[src/rtl/iiitb_fifo_pkg.sv]
// Shared definitions for the iiitb_fifo read-side engine.
package iiitb_fifo_pkg;

    localparam int DEF_DATA_WIDTH = 8;
    localparam int DEF_LEN_WIDTH  = 8;

    // Skid slots available to hold returned words (stored + in flight).
    localparam logic [2:0] SKID_DEPTH = 3'd2;

    typedef enum logic [2:0] {
        ST_IDLE  = 3'd0,
        ST_RUN   = 3'd1,
        ST_DRAIN = 3'd2,
        ST_DONE  = 3'd3,
        ST_FLUSH = 3'd4
    } rd_state_e;

endpackage

[src/rtl/iiitb_fifo_reader_if.sv]
// Bundle of burst control, FIFO pop side and downstream stream signals.
interface iiitb_fifo_reader_if
    import iiitb_fifo_pkg::*;
#(
    parameter int DATA_WIDTH = DEF_DATA_WIDTH,
    parameter int LEN_WIDTH  = DEF_LEN_WIDTH
);
    logic                  start;
    logic [LEN_WIDTH-1:0]  burst_len;
    logic                  abort;
    logic                  buf_empty;
    logic [DATA_WIDTH-1:0] buf_out;
    logic                  rd_en;
    logic [DATA_WIDTH-1:0] out_data;
    logic                  out_valid;
    logic                  out_ready;
    logic                  busy;
    logic                  done;
    logic [LEN_WIDTH-1:0]  words_out;

    // Reader side.
    modport master (
        input  start, burst_len, abort, buf_empty, buf_out, out_ready,
        output rd_en, out_data, out_valid, busy, done, words_out
    );

    // Environment side (controller, FIFO and consumer).
    modport slave (
        output start, burst_len, abort, buf_empty, buf_out, out_ready,
        input  rd_en, out_data, out_valid, busy, done, words_out
    );
endinterface

[src/rtl/iiitb_skid_buf.sv]
// Two-entry valid/ready register slice; flush empties it in one cycle.
module iiitb_skid_buf
    import iiitb_fifo_pkg::*;
#(
    parameter int DATA_WIDTH = DEF_DATA_WIDTH
) (
    input  logic                  clk,
    input  logic                  rst,
    input  logic                  flush,
    input  logic                  in_valid,
    input  logic [DATA_WIDTH-1:0] in_data,
    input  logic                  out_pop,
    output logic                  out_valid,
    output logic [DATA_WIDTH-1:0] out_data,
    output logic [1:0]            count
);
    logic [DATA_WIDTH-1:0] head_q, head_d;
    logic [DATA_WIDTH-1:0] tail_q, tail_d;
    logic [1:0]            count_q, count_d;

    // Push/pop bookkeeping; the caller never pushes into a full slice.
    always_comb begin
        head_d  = head_q;
        tail_d  = tail_q;
        count_d = count_q;
        if (flush) begin
            count_d = 2'd0;
        end else begin
            case ({in_valid, out_pop})
                2'b10: begin
                    if (count_q == 2'd0) head_d = in_data;
                    else                 tail_d = in_data;
                    count_d = count_q + 2'd1;
                end
                2'b01: begin
                    head_d  = tail_q;
                    count_d = count_q - 2'd1;
                end
                2'b11: begin
                    if (count_q == 2'd1) begin
                        head_d = in_data;
                    end else begin
                        head_d = tail_q;
                        tail_d = in_data;
                    end
                end
                default: ;
            endcase
        end
    end

    // Storage registers.
    always_ff @(posedge clk or negedge rst) begin
        if (!rst) begin
            head_q  <= '0;
            tail_q  <= '0;
            count_q <= 2'd0;
        end else begin
            head_q  <= head_d;
            tail_q  <= tail_d;
            count_q <= count_d;
        end
    end

    assign out_valid = (count_q != 2'd0);
    assign out_data  = head_q;
    assign count     = count_q;
endmodule

[src/rtl/iiitb_fifo_reader.sv]
// Burst read engine: pops words from iiitb_fifo and streams them downstream.
//
//   state    | meaning
//   ST_IDLE  | waiting for start
//   ST_RUN   | issuing pops until issued == len
//   ST_DRAIN | all pops issued, waiting for the last word to leave
//   ST_DONE  | one-cycle completion pulse
//   ST_FLUSH | abort: drop skid contents and any returning word
module iiitb_fifo_reader
    import iiitb_fifo_pkg::*;
#(
    parameter int DATA_WIDTH = DEF_DATA_WIDTH,
    parameter int LEN_WIDTH  = DEF_LEN_WIDTH
) (
    input  logic                clk,
    input  logic                rst,
    iiitb_fifo_reader_if.master bus
);
    rd_state_e             state_q, state_d;
    logic [LEN_WIDTH-1:0]  len_q, len_d;
    logic [LEN_WIDTH-1:0]  issued_q, issued_d;
    logic [LEN_WIDTH-1:0]  words_q, words_d;
    logic                  inflight_q, inflight_d;

    logic                  flush;
    logic                  rd_en;
    logic                  deq;
    logic [2:0]            occ;
    logic                  skid_valid;
    logic [DATA_WIDTH-1:0] skid_data;
    logic [1:0]            skid_count;

    assign flush = (state_q == ST_FLUSH);
    assign deq   = skid_valid & ~flush & bus.out_ready;
    // Slots committed once this cycle settles: stored + returning - leaving.
    assign occ   = {1'b0, skid_count} + {2'b00, inflight_q} - {2'b00, deq};
    assign rd_en = (state_q == ST_RUN) & ~bus.buf_empty & ~bus.abort &
                   (issued_q < len_q) & (occ < SKID_DEPTH);

    iiitb_skid_buf #(.DATA_WIDTH(DATA_WIDTH)) u_skid (
        .clk       (clk),
        .rst       (rst),
        .flush     (flush),
        .in_valid  (inflight_q & ~flush),
        .in_data   (bus.buf_out),
        .out_pop   (deq),
        .out_valid (skid_valid),
        .out_data  (skid_data),
        .count     (skid_count)
    );

    // Next-state and counter updates.
    always_comb begin
        state_d    = state_q;
        len_d      = len_q;
        issued_d   = issued_q + {{(LEN_WIDTH-1){1'b0}}, rd_en};
        words_d    = words_q + {{(LEN_WIDTH-1){1'b0}}, deq};
        inflight_d = rd_en;
        case (state_q)
            ST_IDLE: begin
                if (bus.start) begin
                    len_d    = bus.burst_len;
                    issued_d = '0;
                    words_d  = '0;
                    state_d  = (bus.burst_len != '0) ? ST_RUN : ST_DONE;
                end
            end
            ST_RUN: begin
                if (bus.abort)                state_d = ST_FLUSH;
                else if (issued_q == len_q)   state_d = ST_DRAIN;
            end
            ST_DRAIN: begin
                // Completion is judged on post-handshake values so done follows
                // the last delivered word directly.
                if (bus.abort)                                  state_d = ST_FLUSH;
                else if (occ == 3'd0 && words_d == len_q)       state_d = ST_DONE;
            end
            ST_DONE:  state_d = ST_IDLE;
            ST_FLUSH: if (!inflight_q) state_d = ST_IDLE;
            default:  state_d = ST_IDLE;
        endcase
    end

    // State and counter registers.
    always_ff @(posedge clk or negedge rst) begin
        if (!rst) begin
            state_q    <= ST_IDLE;
            len_q      <= '0;
            issued_q   <= '0;
            words_q    <= '0;
            inflight_q <= 1'b0;
        end else begin
            state_q    <= state_d;
            len_q      <= len_d;
            issued_q   <= issued_d;
            words_q    <= words_d;
            inflight_q <= inflight_d;
        end
    end

    assign bus.rd_en     = rd_en;
    assign bus.out_valid = skid_valid & ~flush;
    assign bus.out_data  = skid_data;
    assign bus.busy      = (state_q != ST_IDLE);
    assign bus.done      = (state_q == ST_DONE);
    assign bus.words_out = words_q;
endmodule
[src/flat_wrapper.sv]
// flat-port wrapper written by rule: the top's interface ports become plain ports
module iiitb_fifo_reader_flat import iiitb_fifo_pkg::*;
#(
    parameter int DATA_WIDTH = DEF_DATA_WIDTH,
    parameter int LEN_WIDTH  = DEF_LEN_WIDTH
)
  (clk, rst, bus_start, bus_burst_len, bus_abort, bus_buf_empty, bus_buf_out, bus_out_ready, bus_rd_en, bus_out_data, bus_out_valid, bus_busy, bus_done, bus_words_out);
  iiitb_fifo_reader_if #(.DATA_WIDTH(DATA_WIDTH), .LEN_WIDTH(LEN_WIDTH)) bus_i ();
  input  logic clk;
  input  logic rst;
  input wire logic [$bits(bus_i.start)-1:0] bus_start;
  input wire logic [$bits(bus_i.burst_len)-1:0] bus_burst_len;
  input wire logic [$bits(bus_i.abort)-1:0] bus_abort;
  input wire logic [$bits(bus_i.buf_empty)-1:0] bus_buf_empty;
  input wire logic [$bits(bus_i.buf_out)-1:0] bus_buf_out;
  input wire logic [$bits(bus_i.out_ready)-1:0] bus_out_ready;
  output wire logic [$bits(bus_i.rd_en)-1:0] bus_rd_en;
  output wire logic [$bits(bus_i.out_data)-1:0] bus_out_data;
  output wire logic [$bits(bus_i.out_valid)-1:0] bus_out_valid;
  output wire logic [$bits(bus_i.busy)-1:0] bus_busy;
  output wire logic [$bits(bus_i.done)-1:0] bus_done;
  output wire logic [$bits(bus_i.words_out)-1:0] bus_words_out;
  assign bus_i.start = bus_start;
  assign bus_i.burst_len = bus_burst_len;
  assign bus_i.abort = bus_abort;
  assign bus_i.buf_empty = bus_buf_empty;
  assign bus_i.buf_out = bus_buf_out;
  assign bus_i.out_ready = bus_out_ready;
  assign bus_rd_en = bus_i.rd_en;
  assign bus_out_data = bus_i.out_data;
  assign bus_out_valid = bus_i.out_valid;
  assign bus_busy = bus_i.busy;
  assign bus_done = bus_i.done;
  assign bus_words_out = bus_i.words_out;
  iiitb_fifo_reader #(.DATA_WIDTH(DATA_WIDTH), .LEN_WIDTH(LEN_WIDTH)) u_core (.clk(clk), .rst(rst), .bus(bus_i));
endmodule
[config.mk]
export PLATFORM = sky130hd
export DESIGN_NAME = iiitb_fifo_reader_flat
export DESIGN_NICKNAME = d
export VERILOG_FILES = /design/src/rtl/iiitb_fifo_pkg.sv /design/src/rtl/iiitb_fifo_reader_if.sv /design/src/rtl/iiitb_skid_buf.sv /design/src/rtl/iiitb_fifo_reader.sv /design/src/flat_wrapper.sv
export SDC_FILE = /design/constraint.sdc
export NUM_CORES = 1
export LEC_CHECK = 0
export ABC_AREA = 1
export ABC_CLOCK_PERIOD_IN_PS = 10900
export CAP_MARGIN = 20
export CORE_MARGIN = 2
export CORE_UTILIZATION = 35
export DETAILED_ROUTE_END_ITERATION = 10
export PLACE_DENSITY_LB_ADDON = 0.12
export SYNTH_ARGS = -nofsm -noshare
export SYNTH_HDL_FRONTEND = slang
export SYNTH_SLANG_ARGS = --single-unit
export TNS_END_PERCENT = 30
[constraint.sdc]
create_clock -name clk -period 10.9 [get_ports clk]
set_input_delay 1.635 -clock clk [delete_from_list [all_inputs] [get_ports clk]]
set_output_delay 1.635 -clock clk [all_outputs]
set_load 0.005 [all_outputs]
* Yosys cells after proc, flatten, opt, wreduce, memory -nomap -nowiden *
Cells that the tools add are included.

word-level totals
  bits in registers = 46
  input bits = 22
  output and inout bits = 20
  word-level logic and storage cells = 77

operators by class
  add/sub/neg operators = 6
  magnitude comparators = 2
  equal/unequal tests = 17
  mux-type cells = 20
  bitwise gates (word level) = 10
  reductions and logical operators = 14

operators by type and width
  cell                                                                          count
  8-bit two-way mux                                                             8
  8-bit one-hot mux with 3 select lines                                         1
  3-bit two-way mux                                                             6
  8-bit by 1-bit adder with 8-bit output                                        2
  8-bit == test                                                                 2
  8-bit one-hot mux with 2 select lines                                         1
  3-bit one-hot mux with 4 select lines                                         1
  2-bit inequality test, second input constant                                  5
  3-bit nonzero test                                                            3
  8-bit less-than comparator                                                    1
  4-bit AND reduction                                                           2
  8-bit nonzero test                                                            1
  1-bit AND                                                                     7
  3-bit by 2-bit == test with 1-bit output, second input constant               2
  3-bit zero test                                                               2
  2-bit by 1-bit == test with 1-bit output, second input constant               2
  2-bit == test, second input constant                                          2
  2-bit two-way mux                                                             2
  2-bit one-hot mux with 2 select lines                                         1
  2-bit nonzero test                                                            2
  2-bit by 1-bit adder with 3-bit output                                        1
  3-bit by 1-bit == test with 1-bit output, second input constant               1
  3-bit == test, second input constant                                          1
  3-bit by 2-bit less-than comparator with 1-bit output, second input constant  1
  10 further kinds                                                              12

* Depth between registers and ports, before layout *
  depth in word-level cells = 10
  gate-level depth with buffers = 21
  gate-level depth less buffers = 21

* Hierarchy *
A second synthesis with hierarchy kept.

unflattened totals
  cells, all modules = 376
  area total of the unflattened synthesis = 2865.2 µm²

by module, submodules not included
  module             times used  cells each  area each (µm²)  seq. area each (µm²)
  iiitb_fifo_reader  1           253         1858.0           700.7
  iiitb_skid_buf     1           123         1007.2           450.4

* Worst setup path after synthesis *
No wires, ideal clock.

  path kind = input port to output port
  from = in bus_out_ready
  to = out bus_rd_en
  arrival time = 3583 ps
  setup slack = 5682 ps
  stages = 9
  path buffers = 0
  cell sequence = nand2_1 -> inv_1 -> ha_1 -> inv_1 -> ha_1 -> inv_1 -> fa_1 -> nand3_1 -> a2111oi_0

on the way
  longest elaborated chain between the ends = 4

ends and longest elaborated chain
  item                                                   line                     text
  from (decl)                                            flat_wrapper.sv:16       input wire logic [$bits(bus_i.out_ready)-1:0] bus_out_ready;
  1-bit AND                                              iiitb_fifo_reader.sv:34  assign deq = skid_valid & ~flush & bus.out_ready;
  3-bit by 1-bit subtractor with 3-bit output            iiitb_fifo_reader.sv:36  assign occ = {1'b0, skid_count} + {2'b00, inflight_q} - {2'b00, deq};
  3-bit by 2-bit less-than comparator with 1-bit output  iiitb_fifo_reader.sv:38  (issued_q < len_q) & (occ < SKID_DEPTH);
  1-bit AND                                              iiitb_fifo_reader.sv:38
  to (decl)                                              flat_wrapper.sv:17       output wire logic [$bits(bus_i.rd_en)-1:0] bus_rd_en;

No other way between the ends.

* Worst setup path after layout *
Ends and elaborated chain as after synthesis.

==> metrics.csv <==
stage,metric,value,unit
sta,fin_crit,6582,ps
placed_design,dp_cells,491,
yosys,syn_area_per_cell,7.847,um2
drt,dr.pass1.iters,4,
yosys,ys.warnings.count,0,
setup_path,cp-end-kind,output port,
die,start_util,35.91,%
setup_path,crit_type,in2out,
power,seqPwrFrac,36.4,%
drt,routed_wl,6289,um
power,leakagePower,1.667,nW
sta,fin_tns_setup,0,ps
power,swShare,40.90,%
sta,setup_viol,0,
clock_tree,max-clock-path-buffers,2,
setup_path,path_depth,11,
clock_tree,cts_tree,yes,
sta,final-hold-violation-count,0,
yosys,netlist_instances,350,
power,power_density,226.7,mW/mm2
die,core_area,0.007647,mm2
power,p_clk_share,14.5,%
setup_path,crit_buf_inv,5,
power,power_frac_comb,49.1,%
setup_path,path_max_fanout,5,
die,dieArea,0.008571,mm2
clock_tree,clk_latency,300,ps
power,ir_drop,77.60,uV
yosys,yosysTopAreaCell,dfrtp_1,
yosys,synth_area_leaders,"dfrtp_1, inv_1, ha_1",
global_routing,grt_use_total,16.41,%
clock_tree,cts_resized,0,
yosys,yosysSeqAreaShare,41.91,%
yosys,ys_ff_latch,46,
run,maxCapViolCount,0,
global_routing,antenna_found_initial,0,
cells_and_area,mostFrequentLayoutCells,"inv_1, nand2_1, dfrtp_1",
yosys,synth_cell_type_count,31,
setup_path,reg2reg_depth,18,
placed_design,port_buffers,41,
sta,clock_skew,4.346,ps
setup_path,crit_chain,clkdlybuf4s50_1 > nand2_1 > inv_1 > ha_1 > inv_1 > ha_1 > inv_1 > fa_1 > nand3_1 > a2111oi_0 > clkdlybuf4s50_1,
drt,dr_wl_met3,168,um
power,internal-power,0.4516,mW
sta,relSlewSlack,39.86,%
drt,top_layer_used,met4,
clock_tree,cts_made_buffers,5,
setup_path,cp.arrival,4950,ps
placed_design,dpl_cell_area,0.003279,mm2
drt,ant_nets,0,
yosys,synth_top_area_share,41.91,%
placed_design,dp_hpwl,4881,um
placed_design,globalplace.congestion,0.8043,
clock_tree,post_cts_buffers,0,
cells_and_area,final_cell_area,0.003371,mm2
setup_path,cp_data_required_time,9270,ps
global_routing,grt_pass1_vias,2349,
setup_path,critical-path-top-delay-family,buffers and inverters,
cells_and_area,final_common_cell,inv_1,
global_routing,grt_max_degree,31,
clock_tree,cts_sinks,46,
yosys,syn_nets,393,
die,io_pins,42,
sta,grt_setup_unrepaired,false,
yosys,mappedNetlistArea,0.002746,mm2
drt,routedWlPerCell,12.60,um
cells_and_area,diodes,0,
die,rows,32,
global_routing,overflow,0,
drt,drtIter0Drc,83,
cells_and_area,nets,439,
cells_and_area,areaGrowthSynthToFinish,22.73,%
min_path,hold_path_depth,2,
drt,vias,2313,
setup_path,cpMostUsedCell,inv_1,
min_path,hp-class,reg2reg,
sta,fin_crit_sh,60.39,%
die,chipHeight,92.58,um
clock_tree,ctsHoldBuffers,0,
clock_tree,clockRootBuffer,clkbuf_8,
power,switching_power,0.3125,mW
drt,route.detailed.drc,0,
cells_and_area,utilization,44.08,%
drt,detailroute.wirelength.met2,2753,um
setup_path,max_stage_delay,800,ps
clock_tree,htree_levels,2,
drt,vias_per_cell,4.635,
sta,slew_violations,0,
drt,wl_met1,3271,um
cells_and_area,drive_gt1_share,6.801,%
setup_path,cp_slowest_cell,a2111oi_0,
die,die_width,92.58,um
sta,max_freq,151.9,MHz
cells_and_area,fin_cells,499,
clock_tree,clk_pin_slew,90,ps
sta,tightestPinTransition,879.4,ps
setup_path,cp-start-kind,input port,
status,outcome,"complete, no violations",
global_routing,grt_first_pass_wirelength,11180,um
==> per-layer routing <==
metal | vias up | track usage, %
li1 | 1208 | -
met1 | 1064 | 23.31
met2 | 33 | 25.73
met3 | 8 | 2.278
met4 | 0 | 5.473
met5 | - | 0
==> cells by family after synthesis <==
kind of cell / share of synthesized area (%)
adders and majority gates: 9.841
buffers and inverters: 10.71
DFF: 41.91
xor gates and xnor gates: 1.914
and+or+nand+nor: 22.23
AOI/OAI and AO/OA: 13.39
==> synthesized netlist by cell type <==
master and n:
nand2_4 1, clkinv_1 2, nand3_1 26, o21bai_1 2, o31ai_1 1, o22ai_1 8
clkbuf_1 1, nand2_1 58, ha_1 20, o21ai_0 14, nor2_1 41, nor2_2 2
nor2_4 2, a221o_2 1, nand3b_1 1, nand4_1 3, inv_1 69, xor2_1 3
a21oi_2 1, nor4_1 1, buf_2 1, xnor2_1 3, buf_6 1, a21o_1 1
nor3_1 6, inv_2 2, dfrtp_1 46, a21oi_1 22, fa_1 1, o21ai_2 9
a2111oi_0 1
==> layout make-up <==
cell class,instances,area [um2]
well taps,102,127.6
inverters,73,274.0
repair buffers,42,425.4
clock buffers,7,86.33
multi-input cells,228,1301
fillers,787,4277
clock inverters,1,5.005
flip-flops and latches,46,1151
==> through the flow <==
step	worst slack, ps	total power [mW]	hold WS (ps)
3_5_place_dp	4281	0.6620	468.8
4_1_cts	4241	0.7750	490.9
2_1_floorplan	5682	0.5250	455.0
3_3_place_gp	4336	0.6537	463.4
5_1_grt	4022	0.8444	516.6
6_report	4318	0.7641	484.7
==> power by group through the flow <==
| stage | registers, mW | clock network, mW | logic, mW |
|---|---|---|---|
| 3_3_place_gp | 0.281 | 0 | 0.372 |
| 4_1_cts | 0.279 | 0.115 | 0.381 |
| 2_1_floorplan | 0.274 | 0 | 0.251 |
| 5_1_grt | 0.289 | 0.122 | 0.434 |
| 3_5_place_dp | 0.283 | 0 | 0.379 |
| 6_report | 0.278 | 0.111 | 0.375 |
==> state kept, by name, summed over array words and instances, names as in the netlist <==
register and cells:
u_core.issued_q 8, u_core.bus.words_out 8, u_core.u_skid.tail_q 8, u_core.state_q 3, u_core.len_q 8, u_core.u_skid.out_data 8
u_core.inflight_q 1, u_core.u_skid.count 2
==> worst min-delay path, delay by kind of cell, from the launching register on <==
family           cells  cell delay [ps]
flip-flops           1              350
AND/OR/NAND/NOR      1               60
AO/OA/AOI/OAI        1               50
==> final timing paths <==
| check | slack (ps) | end | start |
|---|---|---|---|
| min in group asynchronous | 1260 | u_core.bus.words_out[4] | rst |
| max | 4320 | bus_rd_en | bus_out_ready |
| max in group asynchronous | 9130 | u_core.bus.words_out[0] | rst |
| min | 480 | u_core.u_skid.tail_q[5] | u_core.u_skid.tail_q[5] |
| max reg2reg | 6630 | u_core.issued_q[7] | u_core.u_skid.count[1] |
| min reg2reg | 480 | u_core.u_skid.tail_q[5] | u_core.u_skid.tail_q[5] |
(Power assumes the default switching activity.)
